[config.mk]
export PLATFORM = sky130hd
export DESIGN_NAME = neck_guard_ctrl
export DESIGN_NICKNAME = d
export VERILOG_FILES = /design/src/rtl/neck_guard_ctrl.sv
export SDC_FILE = /design/constraint.sdc
export NUM_CORES = 1
export LEC_CHECK = 0
export CAP_MARGIN = 5
export CELL_PAD_IN_SITES_DETAIL_PLACEMENT = 1
export CELL_PAD_IN_SITES_GLOBAL_PLACEMENT = 1
export CORE_MARGIN = 5
export CORE_UTILIZATION = 41
export CTS_BUF_LIST = sky130_fd_sc_hd__clkbuf_4 sky130_fd_sc_hd__clkbuf_8
export CTS_CLUSTER_SIZE = 25
export DETAILED_ROUTE_END_ITERATION = 8
export PLACE_DENSITY = 0.93
export SYNTH_ARGS = -nofsm -noshare
export SYNTH_HDL_FRONTEND = slang
export SYNTH_SLANG_ARGS = --single-unit
[constraint.sdc]
create_clock -name clk -period 3.8 [get_ports clk]
set_clock_uncertainty 0.2 [all_clocks]
set_input_delay 1.14 -clock clk [delete_from_list [all_inputs] [get_ports clk]]
set_output_delay 1.14 -clock clk [all_outputs]
set_load 0.01 [all_outputs]
[src/rtl/neck_guard_ctrl.sv]
// IGBT gate controller for the welder power switch: neck start/end judging from
// derivative samples, PWM drive test, bypass-on and forced-off modes.
module neck_guard_ctrl #(
  parameter int DW            = 13,
  parameter int D1_TH         = 30,
  parameter int D2_START_TH   = 30,
  parameter int D2_END_TH     = -20,
  parameter int D3_BAND       = 40,
  parameter int CONFIRM       = 2,
  parameter int TIMEOUT       = 5000,
  parameter int HOLDOFF       = 500,
  parameter int PWM_PERIOD    = 2000,
  parameter int PWM_OFF_START = 1800,
  parameter int CW            = 16
) (
  input  logic                 clk,
  input  logic                 rst,
  input  logic                 en_judge,
  input  logic [1:0]           mode,
  input  logic signed [DW-1:0] first_order_data,
  input  logic signed [DW-1:0] second_order_data,
  input  logic signed [DW-1:0] third_order_data,
  output logic                 power_switch,
  output logic                 neck_active,
  output logic                 timeout_pulse,
  output logic [15:0]          neck_count
);

  // state   | meaning
  // ST_ON   | power on, counting start-qualified cycles
  // ST_OFF  | neck in progress, power off, timeout timer running
  // ST_HOLD | power on, start detection masked for HOLDOFF cycles
  typedef enum logic [1:0] {ST_ON, ST_OFF, ST_HOLD} state_e;

  localparam logic signed [DW-1:0] D1_TH_S  = DW'(D1_TH);
  localparam logic signed [DW-1:0] D2_ST_S  = DW'(D2_START_TH);
  localparam logic signed [DW-1:0] D2_END_S = DW'(D2_END_TH);
  localparam logic signed [DW-1:0] D3_HI_S  = DW'(D3_BAND);
  localparam logic signed [DW-1:0] D3_LO_S  = DW'(-D3_BAND);

  state_e          state_q, state_d;
  logic [CW-1:0]   run_q, run_d;
  logic [CW-1:0]   cnt_q, cnt_d;
  logic [CW-1:0]   pwm_q, pwm_d;
  logic            ps_q, ps_d;
  logic            na_q, na_d;
  logic            tp_q, tp_d;
  logic [15:0]     neck_count_q;
  logic            neck_inc;
  logic            d1_ok, d3_ok, s_qual, e_qual;

  assign d1_ok  = first_order_data > D1_TH_S;
  assign d3_ok  = (third_order_data > D3_LO_S) && (third_order_data < D3_HI_S);
  assign s_qual = en_judge && d1_ok && d3_ok && (second_order_data > D2_ST_S);
  assign e_qual = en_judge && d1_ok && d3_ok && (second_order_data < D2_END_S);

  always_comb begin
    state_d  = state_q;
    run_d    = run_q;
    cnt_d    = cnt_q;
    pwm_d    = '0;
    ps_d     = 1'b1;
    na_d     = 1'b0;
    tp_d     = 1'b0;
    neck_inc = 1'b0;
    unique case (mode)
      2'd1: begin
        unique case (state_q)
          ST_ON: begin
            if (!s_qual) begin
              run_d = '0;
            end else if (run_q == CW'(CONFIRM - 1)) begin
              state_d  = ST_OFF;
              run_d    = '0;
              cnt_d    = '0;
              neck_inc = 1'b1;
            end else begin
              run_d = run_q + 1'b1;
            end
          end
          ST_OFF: begin
            if (e_qual || (cnt_q == CW'(TIMEOUT - 1))) begin
              // A simultaneous end qualifier wins: that is a normal end.
              tp_d    = !e_qual;
              cnt_d   = '0;
              state_d = (HOLDOFF == 0) ? ST_ON : ST_HOLD;
            end else begin
              cnt_d = cnt_q + 1'b1;
            end
          end
          ST_HOLD: begin
            run_d = '0;
            if (cnt_q == CW'(HOLDOFF - 1)) begin
              state_d = ST_ON;
              cnt_d   = '0;
            end else begin
              cnt_d = cnt_q + 1'b1;
            end
          end
          default: state_d = ST_ON;
        endcase
        ps_d = (state_d != ST_OFF);
        na_d = (state_d == ST_OFF);
      end
      2'd2: begin
        state_d = ST_ON;
        run_d   = '0;
        cnt_d   = '0;
        ps_d    = (pwm_q < CW'(PWM_OFF_START));
        pwm_d   = (pwm_q == CW'(PWM_PERIOD - 1)) ? '0 : pwm_q + 1'b1;
      end
      2'd3: begin
        state_d = ST_ON;
        run_d   = '0;
        cnt_d   = '0;
        ps_d    = 1'b0;
      end
      default: begin
        state_d = ST_ON;
        run_d   = '0;
        cnt_d   = '0;
      end
    endcase
  end

  always_ff @(posedge clk) begin
    if (rst) begin
      state_q      <= ST_ON;
      run_q        <= '0;
      cnt_q        <= '0;
      pwm_q        <= '0;
      ps_q         <= 1'b1;
      na_q         <= 1'b0;
      tp_q         <= 1'b0;
      neck_count_q <= '0;
    end else begin
      state_q <= state_d;
      run_q   <= run_d;
      cnt_q   <= cnt_d;
      pwm_q   <= pwm_d;
      ps_q    <= ps_d;
      na_q    <= na_d;
      tp_q    <= tp_d;
      if (neck_inc && (neck_count_q != 16'hFFFF)) begin
        neck_count_q <= neck_count_q + 16'd1;
      end
    end
  end

  assign power_switch  = ps_q;
  assign neck_active   = na_q;
  assign timeout_pulse = tp_q;
  assign neck_count    = neck_count_q;

endmodule

# Word-level counts from Yosys, hierarchy flattened

Index checks and enable logic that the tools add are counted.

Input bits: 44
Output and inout port bits: 19
Word-level logic and storage cells: 70
Flip-flop bits (word level): 69

Equality and inequality tests: 14
Add/sub/neg operators: 4
Muxes and demuxes: 19
$lt $le $gt $ge: 6
Reduce and logical (&&, ||, !) cells: 15
Bitwise gates (word level): 4

Operator list:

| cell                    | number |
|---|---|
| $mux W16                | 6 |
| $add A16 B1 Y16 const B | 4 |
| $pmux W16 S3            | 1 |
| $pmux W16 S2            | 1 |
| $gt A13 B6 Y1 const B   | 2 |
| $eq A16 B1 Y1 const B   | 1 |
| $eq A16 B11 Y1 const B  | 1 |
| $eq A16 B13 Y1 const B  | 1 |
| $eq A16 B9 Y1 const B   | 1 |
| $lt A16 B11 Y1 const B  | 1 |
| $ne A16 B16 Y1 const B  | 1 |
| $gt A13 B7 Y1 const B   | 1 |
| $lt A13 B6 Y1 const B   | 1 |
| $lt A13 B7 Y1 const B   | 1 |
| $mux W2                 | 5 |
| $eq A2 B1 Y1 const B    | 3 |
| $eq A2 B2 Y1 const B    | 3 |
| $logic_and A1 B1 Y1     | 6 |
| $pmux W2 S3             | 1 |
| $mux W1                 | 4 |
| $ne A2 B2 Y1 const B    | 2 |
| $not A1 Y1              | 4 |
| $reduce_or A4 Y1        | 1 |
| $pmux W1 S3             | 1 |
| 9 further kinds         | 9 |

# Depth between registers and ports, before layout

Word-level depth: 10
Mapped depth: 10
Depth with buffers taken out: 9

# Worst setup path after synthesis

Ideal clock, no wire load.

Kind: in2reg
Start point: input third_order_data[5]
End point: register cnt_q[9]
Buffers on the path: 2
Stages on the path: 9
Data arrival time: 3.028 ns
Data required time: 3.526 ns
Library setup time: 0.074 ns
Setup slack: 0.497 ns
Cell sequence: or4_1 -> or4_4 -> o2111ai_4 -> o21ai_4 -> a211oi_2 -> buf_6 -> buf_12 -> nand2_2 -> a31oi_1

Cells in the longest elaborated chain, start to end: 7
Elaborated cells on any way between the ends: 11
Those cells by class: 2 x order compare; 1 x eq/ne; 2 x mux; 6 x reduce/logical

Ends and longest elaborated chain:

| what                                                  | line   | source |
|---|---|---|
| start, declared                                       | 22     | `input logic signed [DW-1:0] third_order_data,` |
| $gt A13 B7 Y1 / $lt A13 B7 Y1 (equally long branches) | 53     | `assign d3_ok = (third_order_data > D3_LO_S) && (third_order_data < D3_HI_S);` |
| $logic_and A1 B1 Y1 *                                 | 53     |  |
| $logic_and A1 B1 Y1 *                                 | 54, 55 |  |
| $logic_and A1 B1 Y1                                   | 55     | `assign e_qual = en_judge && d1_ok && d3_ok && (second_order_data < D2_END_S);` |
| $logic_or A1 B1 Y1                                    | 82     | `if (e_qual \|\| (cnt_q == CW'(TIMEOUT - 1))) begin` |
| $mux W16                                              | 82     |  |
| $pmux W16 S3                                          | 68     | `unique case (state_q)` |
| end signal, assigned                                  | 139    | `cnt_q <= cnt_d;` |
| end, declared                                         | 43     | `logic [CW-1:0] cnt_q, cnt_d;` |

Mark *: on every way between the ends. The rest lies on a longest branch, timed or not.
A chain may end at the register's enable or synchronous reset.

# Worst setup path in the final report

Start point: input third_order_data[5]
End point: register cnt_q[4]

Same word-level chain as after synthesis.

==> run metrics <==
Filler cells roughly 1,100; H-tree Lvls 3; critical hold path startpoint pwm_q[0]; buffers plus inverters on the worst setup path 3; I/O Pins between 60 and 70; Die Width about 110 um; Max transition margin approximately 50%; Compound-Gate Fraction of Synth Area around 16%; fraction of registers with async set/reset 0%; Worst path top cell family by delay simple AND/OR/NAND/NOR gates; Max IR drop VDD between 0.2 and 0.25 mV; crit path launch type primary input; RSZ-0062 raised after global routing no; worst-margin pin slew 0.7478 ns; ANT nets after route 0; CP peak stage delay between 0.5 and 0.6 ns; worst r2r src run_q[0]; fin cells 635; Core Rows 34; Slowest-stage cell, CP or4_1; post-synthesis xor/xnor area fraction 7.770%; DR iter-0 viols 145; crit path from third_order_data[5]; Synth Area in Adders under 10%; share of layout cells above drive strength 1 12.14%; Reg clk slew, reported paths 0.08 ns; Post-synth top flop dfxtp_1; Max-cap violations 0; largest net degree at the start of global routing 29; syn_nets ~500; # setup viols final 0; Crit Path Class primary input to flop; Worst Hold Class flop to flop; CTS Buffer Depth 2; ant diodes 0; critical path, cell by cell clkdlybuf4s50_1 > or4_1 > or4_4 > o21a_2 > a41oi_2 > a211oi_2 > buf_4 > buf_4 > a21o_1 > a22o_2; status complete, no violations; setup TNS 0 ns; Crit path arrival time 3.68 ns; Seq/Total Area, Yosys about 37%; Max Fclk 0.2756 GHz; crit share post-route between 90% and 100%; minimum clock period 3.628 ns; synthesized flop and latch total 69; port bufs a little over 60; main combinational cell family by area after synthesis simple AND/OR/NAND/NOR gates; Crit. End Element flop; Worst Path Max Fanout 16; EDFF count, synth 0; Placed Area roughly 4500 um2; Worst-Skew Late Latency ~0.35 ns; Syn Inst Count between 400 and 500; Layout Nets 575; Mapped Area ~3700 um2; vias around 3,700; post-synthesis mux area share less than 1%; DP HPWL about 8200 um; 1st-pass router iterations 4; Hold Vio Cnt, Final 0; LEAKAGE 1.687 nW; placed cells 617; DR DRC count 0; # hold bufs at CTS 0; DR WL/cell ~18 um; cell area after layout 4806 um2; pins over their slew limit 0; first-pass GRT wire length 19,700 um; area delta synth->final 29.20%; GRT Overall Usage a little over a fifth; Total Wirelength between 10,000 and 15,000 um; Final Power ~0.0016 W; CTS tree built; initial core utilization ~42%; vias in the first global route 4,017; WP data required just under 4 ns; gpl congestion ~0.82; Yosys cell types 62; Die Y between 100 and 150 um; core area between 8000 and 9000 um2; DR vias/cell approximately 5.7; Simple-Gate Fraction of Synth Area 31.69%; number of synthesis warnings 0; initial antenna violation count 0; Power Density approximately 330 nW/um2; clk sinks 69; Top cell by count, worst path buf_4; Inserted Clock Buffers 9; die area about 11,000 um2; Mean Syn Cell Area roughly 8.4 um2; CTS Root Cell clkbuf_8; GR Overflow Total 0
## power by group
part / total, W / switching (W) / internal, W
Clock: 0.000759 / 0.000295 / 0.000464
Combinational: 0.0000830 / 0.0000317 / 0.0000512
Sequential: 0.000724 / 0.000000631 / 0.000723
## worst paths after layout
| check | slack, ns | end | cells past startpoint |
|---|---|---|---|
| max | 0.17 | cnt_q[4] | 10 |
| max reg2reg | 0.85 | neck_count[13] | 9 |
| min reg2reg | 0.26 | pwm_q[0] | 1 |
| min | 0.26 | pwm_q[0] | 1 |
## state kept, by name (all words and copies together) (netlist names)
register / count
state_q: 2
neck_active: 1
timeout_pulse: 1
cnt_q: 16
neck_count: 16
power_switch: 1
run_q: 16
pwm_q: 16
## repair_timing
action | 4_1_cts | 5_1_grt
endpoints found under the setup margin | 4 | 11
setup buffers | 0 | 2
pin swaps | 0 | 0
gates resized for setup | 1 | 1
## Yosys cell counts, types with 4 or more instances
cell type   n  share of area, %
dfxtp_1    69                37
nor2_1     63               6.4
nand2_1    27               2.7
nand3_1    27               3.6
xor2_1     24               5.7
a21oi_1    21               2.8
o21ai_0    18               2.4
nand4_1    17               2.9
nor3_1     16               2.2
and3_1     14               2.4
nor4_1     12               2.0
clkbuf_1   10               1.0
inv_1      10               1.0
ha_1        9               3.0
xnor2_1     9               2.1
a31oi_1     6               1.0
or3b_2      6               1.4
and4_1      5               1.2
nand2b_1    5              0.84
o22ai_1     5              0.84
and2_1      4              0.67
## cell families (layout without fill, tap and decap cells)
family	Yosys count	in the layout
AO/OA/AOI/OAI	83	83
XOR/XNOR	33	33
adder cells (fa/ha/maj)	9	9
buffers and inverters	26	109
flip-flops	69	69
multiplexers	2	2
AND/OR/NAND/NOR	222	222
## stage by stage
stage / util [%] / worst slack (ns) / hold WS (ns)
2_1_floorplan: - / 0.4974 / 0.2132
3_3_place_gp: 51.51 / -0.1069 / 0.2229
3_5_place_dp: 51.51 / -0.3911 / 0.2437
4_1_cts: 54.45 / 0.1217 / 0.2622
5_1_grt: 54.84 / 0.06409 / 0.2790
6_report: 54.84 / 0.1720 / 0.2597
## cells in the final DEF, fill, tap and decap left out, drive strengths merged, types with 4 or more instances in the layout
cell type,instances
inv,11
xnor2,9
a31oi,6
and2,5
ha,9
a22o,4
nand4,17
or3b,6
nor2,64
o22ai,5
buf,21
nand2,28
a21oi,22
clkdlybuf4s50,62
nor3,16
and4,7
nand3,27
nand2b,5
a41oi,4
o21ai,21
xor2,24
and3,15
a211oi,4
nor4,12
dfxtp,69
clkbuf,11
## routing by layer
layer | vias to the layer above | track usage [%] | share of wire (%)
li1 | 1770 | - | -
met2 | 105 | 37.53 | 50
met4 | 0 | 7.215 | 1.9
met3 | 21 | 5.807 | 5.7
met1 | 1754 | 24.64 | 42
met5 | - | 0 | 0
## area by class of cell
cell class              count  area, um2  area share (%)
multi-input cells         349       2197           45.72
repair buffers             83      803.3           16.71
well taps                 108      135.1           2.812
clock inverters             5      106.4           2.213
clock buffers              11      145.1           3.020
flip-flops and latches     69       1381           28.74
inverters                  10      37.54          0.7810
Power figures use the tool's default switching activity.
